`config.mk`:
```
export PLATFORM = sky130hd
export DESIGN_NAME = mem_hsiao_scrub
export DESIGN_NICKNAME = d
export VERILOG_FILES = /design/src/rtl/mem_hsiao_scrub.sv
export SDC_FILE = /design/constraint.sdc
export NUM_CORES = 1
export LEC_CHECK = 0
export BUFFER_PORTS_ARGS = -buffer_cell sky130_fd_sc_hd__clkbuf_2
export CORE_ASPECT_RATIO = 2
export CORE_UTILIZATION = 47
export DETAILED_ROUTE_END_ITERATION = 8
export HOLD_SLACK_MARGIN = 0.05
export SETUP_SLACK_MARGIN = 0.5
export SYNTH_ARGS = -nofsm -noshare
export SYNTH_HDL_FRONTEND = slang
export SYNTH_SLANG_ARGS = --single-unit
```
`constraint.sdc`:
```
create_clock -name clk -period 8.3 [get_ports clk]
set_clock_uncertainty 0.2 [all_clocks]
set_input_delay 0 -clock clk [delete_from_list [all_inputs] [get_ports clk]]
set_output_delay 0 -clock clk [all_outputs]
set_load 0.05 [all_outputs]
```
`src/rtl/mem_hsiao_scrub.sv`:
```
// Hsiao SEC-DED codeword store with background scrubber; host reads have 1-cycle registered latency.
// Host always owns the write port and stalls scrub writeback; MEM_HSIAO_FAULT_INJ_EN adds inj_mask.
module mem_hsiao_scrub #(
    parameter int CW_W      = 13,
    parameter int DEPTH     = 16,
    parameter int ADDR_W    = 4,
    parameter int SCRUB_GAP = 64,
    parameter int CNT_W     = 8
) (
    input  logic              clk,
    input  logic              rst,
    input  logic              wr_en,
    input  logic              rd_en,
    input  logic [ADDR_W-1:0] addr,
    input  logic [CW_W-1:0]   data_in,
    output logic [CW_W-1:0]   data_out,
    output logic              rd_valid,
    input  logic              scrub_en,
    output logic [CW_W-1:0]   scrub_cw,
    input  logic [CW_W-1:0]   scrub_fix_cw,
    input  logic              scrub_sec,
    input  logic              scrub_ded,
    input  logic              clear_cnt,
    output logic [CNT_W-1:0]  sec_cnt,
    output logic [CNT_W-1:0]  ded_cnt,
    output logic              ded_flag,
    output logic [ADDR_W-1:0] ded_addr,
    output logic              pass_done
`ifdef MEM_HSIAO_FAULT_INJ_EN
    ,
    input  logic [CW_W-1:0]   inj_mask
`endif
);

    typedef enum logic [2:0] {
        S_IDLE  = 3'd0,
        S_WAIT  = 3'd1,
        S_READ  = 3'd2,
        S_CHECK = 3'd3,
        S_WB    = 3'd4
    } state_e;

    localparam int                GAP_W    = (SCRUB_GAP > 1) ? $clog2(SCRUB_GAP) : 1;
    localparam logic [GAP_W-1:0]  GAP_LOAD = GAP_W'(SCRUB_GAP - 1);
    localparam logic [CNT_W-1:0]  CNT_MAX  = '1;
    localparam logic [ADDR_W-1:0] PTR_LAST = ADDR_W'(DEPTH - 1);

    state_e            state_q, state_d;
    logic [CW_W-1:0]   mem_q [DEPTH];
    logic [CW_W-1:0]   mem_d [DEPTH];
    logic [CW_W-1:0]   data_out_q, data_out_d;
    logic              rd_valid_q, rd_valid_d;
    logic [CW_W-1:0]   scrub_cw_q, scrub_cw_d;
    logic [ADDR_W-1:0] ptr_q, ptr_d;
    logic [GAP_W-1:0]  gap_q, gap_d;
    logic              stale_q, stale_d;
    logic [CNT_W-1:0]  sec_cnt_q, sec_cnt_d;
    logic [CNT_W-1:0]  ded_cnt_q, ded_cnt_d;
    logic              ded_flag_q, ded_flag_d;
    logic [ADDR_W-1:0] ded_addr_q, ded_addr_d;
    logic              pass_done_q, pass_done_d;

    logic              addr_ok, host_wr, ded_hit, sec_hit;
    logic              ld_cw, chk, wb_go, adv;
    logic [CW_W-1:0]   wr_data;

    assign addr_ok = (int'(addr) < DEPTH);
    assign host_wr = wr_en && addr_ok;
    // A simultaneous sec+ded report is treated as uncorrectable.
    assign ded_hit = scrub_ded;
    assign sec_hit = scrub_sec && !scrub_ded;

`ifdef MEM_HSIAO_FAULT_INJ_EN
    assign wr_data = data_in ^ inj_mask;
`else
    assign wr_data = data_in;
`endif

    // State register
    always_ff @(posedge clk or posedge rst) begin
        if (rst) state_q <= S_IDLE;
        else     state_q <= state_d;
    end

    // Next-state logic
    always_comb begin
        state_d = state_q;
        case (state_q)
            S_IDLE:  if (scrub_en) state_d = S_WAIT;
            S_WAIT: begin
                if (!scrub_en)       state_d = S_IDLE;
                else if (gap_q == 0) state_d = S_READ;
            end
            S_READ:  state_d = S_CHECK;
            S_CHECK: begin
                if (sec_hit) state_d = S_WB;
                else         state_d = scrub_en ? S_WAIT : S_IDLE;
            end
            S_WB:    if (!wr_en) state_d = scrub_en ? S_WAIT : S_IDLE;
            default: state_d = S_IDLE;
        endcase
    end

    // Per-state control strobes
    always_comb begin
        ld_cw = 1'b0;
        chk   = 1'b0;
        wb_go = 1'b0;
        adv   = 1'b0;
        case (state_q)
            S_READ:  ld_cw = 1'b1;
            S_CHECK: begin
                chk = 1'b1;
                adv = !sec_hit;
            end
            S_WB: begin
                adv   = !wr_en;
                wb_go = !wr_en && !stale_q;
            end
            default: ;
        endcase
    end

    always_comb begin
        mem_d = mem_q;
        if (host_wr)    mem_d[addr]  = wr_data;
        else if (wb_go) mem_d[ptr_q] = scrub_fix_cw;

        rd_valid_d = rd_en;
        data_out_d = data_out_q;
        if (rd_en) data_out_d = addr_ok ? mem_q[addr] : '0;

        scrub_cw_d = ld_cw ? mem_q[ptr_q] : scrub_cw_q;

        ptr_d       = ptr_q;
        pass_done_d = 1'b0;
        if (adv) begin
            ptr_d       = (ptr_q == PTR_LAST) ? '0 : ptr_q + ADDR_W'(1);
            pass_done_d = (ptr_q == PTR_LAST);
        end

        gap_d = gap_q;
        if ((state_q == S_IDLE || adv) && scrub_en) gap_d = GAP_LOAD;
        else if (state_q == S_WAIT && gap_q != 0)   gap_d = gap_q - GAP_W'(1);

        // Host data written after the scrub read is newer than any correction.
        stale_d = stale_q;
        if (adv)
            stale_d = 1'b0;
        else if (host_wr && addr == ptr_q &&
                 (state_q == S_READ || state_q == S_CHECK || state_q == S_WB))
            stale_d = 1'b1;

        sec_cnt_d  = sec_cnt_q;
        ded_cnt_d  = ded_cnt_q;
        ded_flag_d = ded_flag_q;
        ded_addr_d = ded_addr_q;
        if (chk && ded_hit) ded_addr_d = ptr_q;
        if (clear_cnt) begin
            sec_cnt_d  = '0;
            ded_cnt_d  = '0;
            ded_flag_d = 1'b0;
        end else if (chk) begin
            if (sec_hit && sec_cnt_q != CNT_MAX) sec_cnt_d = sec_cnt_q + CNT_W'(1);
            if (ded_hit) begin
                ded_flag_d = 1'b1;
                if (ded_cnt_q != CNT_MAX) ded_cnt_d = ded_cnt_q + CNT_W'(1);
            end
        end
    end

    always_ff @(posedge clk or posedge rst) begin
        if (rst) begin
            for (int i = 0; i < DEPTH; i++) mem_q[i] <= '0;
            data_out_q  <= '0;
            rd_valid_q  <= 1'b0;
            scrub_cw_q  <= '0;
            ptr_q       <= '0;
            gap_q       <= '0;
            stale_q     <= 1'b0;
            sec_cnt_q   <= '0;
            ded_cnt_q   <= '0;
            ded_flag_q  <= 1'b0;
            ded_addr_q  <= '0;
            pass_done_q <= 1'b0;
        end else begin
            mem_q       <= mem_d;
            data_out_q  <= data_out_d;
            rd_valid_q  <= rd_valid_d;
            scrub_cw_q  <= scrub_cw_d;
            ptr_q       <= ptr_d;
            gap_q       <= gap_d;
            stale_q     <= stale_d;
            sec_cnt_q   <= sec_cnt_d;
            ded_cnt_q   <= ded_cnt_d;
            ded_flag_q  <= ded_flag_d;
            ded_addr_q  <= ded_addr_d;
            pass_done_q <= pass_done_d;
        end
    end

    assign data_out  = data_out_q;
    assign rd_valid  = rd_valid_q;
    assign scrub_cw  = scrub_cw_q;
    assign sec_cnt   = sec_cnt_q;
    assign ded_cnt   = ded_cnt_q;
    assign ded_flag  = ded_flag_q;
    assign ded_addr  = ded_addr_q;
    assign pass_done = pass_done_q;

endmodule
```
# Word-level counts from Yosys, hierarchy flattened
# Cells that the tools add are included.
[op_classes] add_sub_neg=4 order_cmp=4 eq_ne=11 mux=41 bitwise_logic=2 n_reduce_logical=31
[ops] op="208-bit bitwise mux" count=2
[ops] op="208-bit two-way mux" count=2
[ops] op="13-bit binary-select mux with 4-bit select" count=2
[ops] op="13-bit demux with 4-bit select" count=2
[ops] op="13-bit two-way mux" count=6
[ops] op="8-bit two-way mux" count=7
[ops] op="8-bit by 1-bit adder with 8-bit output (second input constant)" count=2
[ops] op="8-bit != test (second input constant)" count=2
[ops] op="3-bit two-way mux" count=5
[ops] op="3-bit one-hot mux with 5 select lines" count=1
[ops] op="2-bit nonzero test" count=7
[ops] op="6-bit two-way mux" count=2
[ops] op="5-bit greater-or-equal comparator (second input constant)" count=2
[ops] op="1-bit logical AND" count=10
[ops] op="5-bit by 1-bit < comparator with 1-bit output (second input constant)" count=2
[ops] op="1-bit two-way mux" count=10
[ops] op="4-bit inverter with 5-bit output" count=2
[ops] op="3-bit by 2-bit equality test with 1-bit output (second input constant)" count=2
[ops] op="6-bit zero test" count=1
[ops] op="3-bit AND reduction" count=2
[ops] op="6-bit nonzero test" count=1
[ops] op="6-bit by 1-bit subtractor with 6-bit output (second input constant)" count=1
[ops] op="4-bit by 1-bit adder with 4-bit output (second input constant)" count=1
[ops] op="4-bit equality test" count=1
[ops] op="other kinds (11)" count=18
[word_totals] register_bits=271 input_bits=38 output_inout_bits=49 elab_cells=121

# Depth between registers and ports, before layout
[depth] depth_word=8 mapped_depth=11 ltp_nobuf=6

# Worst setup path after synthesis
# No wires, ideal clock.
[synth_timing] path_type="reg-to-reg" from="reg ptr_q[1]" to="reg mem_q[182] (netlist bit)" arrival_ns=2.177 setup_slack_ns=5.790 stages_incl_launch_ff=10 n_path_buf=4 period_less_slack_ns=2.510 path_cell_list="dfrtp_1 buf_4 buf_2 buf_2 inv_1 ha_1 nor4b_2 a22oi_2 clkbuf_1 o21ai_1"
[synth_between] elab_chain_len=8
[synth_lines] element="start, declared" line_no="54" rtl="logic [ADDR_W-1:0] ptr_q, ptr_d;"
[synth_lines] element="start signal, assigned" line_no="191" rtl="ptr_q <= ptr_d;"
[synth_lines] element="4-bit inverter with 5-bit output (implied by the code) *" line_no="127" rtl="else if (wb_go) mem_d[ptr_q] = scrub_fix_cw;"
[synth_lines] element="5-bit greater-or-equal comparator (implied by the code) or 5-bit by 1-bit < comparator with 1-bit output (tied branches)" line_no="127"
[synth_lines] element="1-bit logical AND (implied by the code)" line_no="127"
[synth_lines] element="13-bit two-way mux (implied by the code)" line_no="127"
[synth_lines] element="13-bit demux with 4-bit select *" line_no="127"
[synth_lines] element="208-bit bitwise mux *" line_no="127"
[synth_lines] element="208-bit two-way mux *" line_no="127"
[synth_lines] element="208-bit two-way mux *" line_no="126" rtl="if (host_wr) mem_d[addr] = wr_data;"
[synth_lines] element="end signal, assigned" line_no="187" rtl="mem_q <= mem_d;"
[synth_lines] element="end, declared" line_no="49" rtl="logic [CW_W-1:0] mem_q [DEPTH];"
# Mark *: on every way between the ends. The rest lies on a longest branch, timed or not. The select of a mux whose other input is x is not followed.
# A chain may end at the register's enable or synchronous reset.

# Final worst setup path
[layout_timing] from="reg ptr_q[0]" to="reg mem_q[47] (netlist bit)"
# The elaborated chain is that of the path after synthesis.

==> flow_summary.toml <==
[clock_network]
cts_buffers = 26
cts_sinks = 271
clkTransAtPathRegs_ps = 70
post_cts_buffers = 0
clock_path_buffers = 3
ctsResizeCount = 0
clk_latency_ps = 560
cts_root_buf = "clkbuf_16"
cts_tree = "done"
cts_max_level = 1

[timing]
fin_crit_sh = 0.464
relSlewSlack = 0.123
worst_slew_pin_slew_ps = 1310
setup_viol = 0
final_hold_viol_count = 0
rsz0062_at_grt = "no"
tns_ps = 0
timing.fmax_mhz = 260
slew_violations = 0
fin_crit_ps = 3850
setup_ws_ps = 4450
holdWs_ps = 88.3

[run_status]
outcome = "finished clean"

[global_route]
grt_max_degree = 130
grt_pass1_wl_um = 89200
groute.usage.overall = 0.340
globalRoute.totalOverflow = 0
antenna_found_initial = 0
first_global_vias = 14200

[logic_synthesis]
synth_edf_count = 0
yosysWarnings = 0
syn-num-nets = 1740
netlist_instances = 1694
ys.flop_type = "dfrtp_1"
seq_area_frac_synth = 0.419
synth_cell_types = 65
yosys_register_bits = 271
synth.avg_cell_area_um2 = 9.55
async_flop_share = 1.00
syn_area_mm2 = 0.0162

[worst_setup_path]
cp_max_fo = 26
path_class = "reg -> reg"
critPathSlowestCell = "a22oi_2"
r2r-start = "ptr_q[0]$_DFFE_PP0P_"
crit_chain = "buf_4 > inv_1 > ha_1 > and4b_1 > a22oi_2 > o21ai_0"
startpoint = "ptr_q[0]$_DFFE_PP0P_"
slowest_delay_ps = 940
cp.arrival_ps = 4030
required_ps = 8480
cp-end-kind = "flop"
crit_path_start_kind = "flop"

[placement]
portBuffers = 86
dp_hpwl_um = 40300
gp_congestion = 0.944
place_ws_ps = 4510
place_inst = 2041

[layout]
post_route_cells_drive_above_1_share = 0.141
syn_to_final_growth_pct = 9.33
post_layout_nonfiller_instances = 2118
final_util = 0.524
diodes = 0
fin_nets = 1708

[floorplanning]
rows = 95
die_w_um = 133
coreArea_mm2 = 0.0338
start_util = 0.479
num_io_pins = 87
die_height_um = 264
die-area_mm2 = 0.0352

[worst_hold_path]
holdCritPathClass = "in -> reg"
hp-start = "data_in[6]"

[pwr]
p_leak_nw = 6.70
vdd_drop_max_mv = 0.149
power_density_mw_per_mm2 = 193

[routing]
viasPerCell = 6.69
first_iter_violations = 1343
remaining_drc_errors = 0
firstDrtPassIters = 6
routedWlPerCell_um = 27.9
vias = 14200
drtAntennaViolNets = 0
wirelength_um = 59200

[run]
max_cap_viol_count = 0
[sequential cells by signal, summed over array words and instances (netlist names)]
signal     count
ded_cnt        8
state_q        3
mem_q        208
scrub_cw      13
rd_valid       1
ptr_q          4
pass_done      1
stale_q        1
ded_addr       4
ded_flag       1
data_out      13
sec_cnt        8
gap_q          6
[path summary, 6_finish.rpt]
kind | end | slack (ps) | depth (start not counted)
max in group asynchronous | ptr_q[1]$_DFFE_PP0P_ | 5600 | 5
worst max register to register | mem_q[47]$_DFFE_PP0P_ | 4450 | 6
min in group asynchronous | ded_cnt[0]$_DFFE_PP0P_ | 590 | 4
worst min register to register | ded_addr[2]$_DFFE_PP0P_ | 320 | 1
worst min-delay path | mem_q[45]$_DFFE_PP0P_ | 90 | 4
worst max-delay path | mem_q[47]$_DFFE_PP0P_ | 4450 | 6
[Yosys cell counts, types with 4 or more instances]
master,number,area (um2)
and4bb_2,10,125
a22oi_1,209,1570
nand3b_1,6,45.0
o22ai_1,44,275
or3_1,5,31.3
nand2_1,232,871
xor2_1,6,52.6
a31oi_1,29,181
nor2_1,69,259
buf_2,52,260
nor4b_2,8,120
a221oi_1,24,210
mux2i_1,151,1510
and4b_1,8,80.1
buf_1,22,82.6
o21ai_1,155,776
nor4_1,5,31.3
a21oi_1,10,50.1
o32ai_1,4,35.0
mux2_2,4,45.0
clkbuf_1,99,372
inv_1,9,33.8
o21ai_0,88,440
nand3_1,15,75.1
xnor2_1,8,70.1
ha_1,8,100
nor2b_1,8,50.1
o211ai_1,4,30.0
buf_4,22,165
and2_1,14,87.6
dfrtp_1,271,6780
nand2b_1,5,31.3
mux4_2,29,653
a22oi_2,12,150
[per-stage QoR]
step                      total power, mW  instance area (um2)
final                                3.42                17700
after CTS                            3.42                17700
after global routing                 3.52                17700
after floorplan                      1.89                16200
after detailed placement             2.07                16400
after global placement               2.06                16400
[repair_timing]
item / CTS / global route
endpoints found under the hold margin: 368 / 0
hold buffers: 29 / 0
setup endpoints to repair: 0 / 0
[kinds of logic after synthesis]
family / after synthesis / synth area share
AO/OA/AOI/OAI: 600 / 0.245
adder cells (fa/ha/maj): 8 / 0.00619
XOR/XNOR: 14 / 0.00758
buffers and inverters: 207 / 0.0585
AND/OR/NAND/NOR: 410 / 0.127
flip-flops: 271 / 0.419
multiplexers: 184 / 0.137
[cell usage in the layout, fill, tap and decap left out, types with 29 or more instances in the layout]
master / count
o22ai_1: 44
dfrtp_1: 268
a31oi_1: 29
mux4_2: 29
dlygate4sd3_1: 29
a22oi_1: 208
nor2_1: 68
mux2i_1: 151
o21ai_0: 88
o21ai_1: 155
nand2_1: 232
clkbuf_2: 84
[worst max-delay path: cells and delay by family (launching register included)]
kind	cells	cell delay [ps]
compound gates	2	1180
flops	1	800
buf+inv	2	720
simple gates	1	430
fa+ha+maj	1	310
[power breakdown]
| part | internal (mW) | switching, mW |
|---|---|---|
| Combinational | 0.193 | 0.380 |
| Clock | 0.803 | 0.549 |
| Sequential | 1.39 | 0.100 |
| Total | 2.39 | 1.03 |
[routing by layer]
metal  routed length [um]  global-route usage  vias up
met5                    0                   0        -
met4                 4220               0.234        0
met3                 4120              0.0423      227
met2                29000               0.570      726
met1                21800               0.403     6972
li1                     -                   -     6240
[layout make-up]
cell class                      count  area [um2]
Multi-Input combinational cell   1216        8470
Inverter                            9        41.3
Clock inverter                     10         175
Timing Repair Buffer              138         896
Fill cell                        3131       16100
Tap cell                          436         546
Clock buffer                       38         777
Sequential cell                   271        6790
Power figures use the tool's default switching activity.
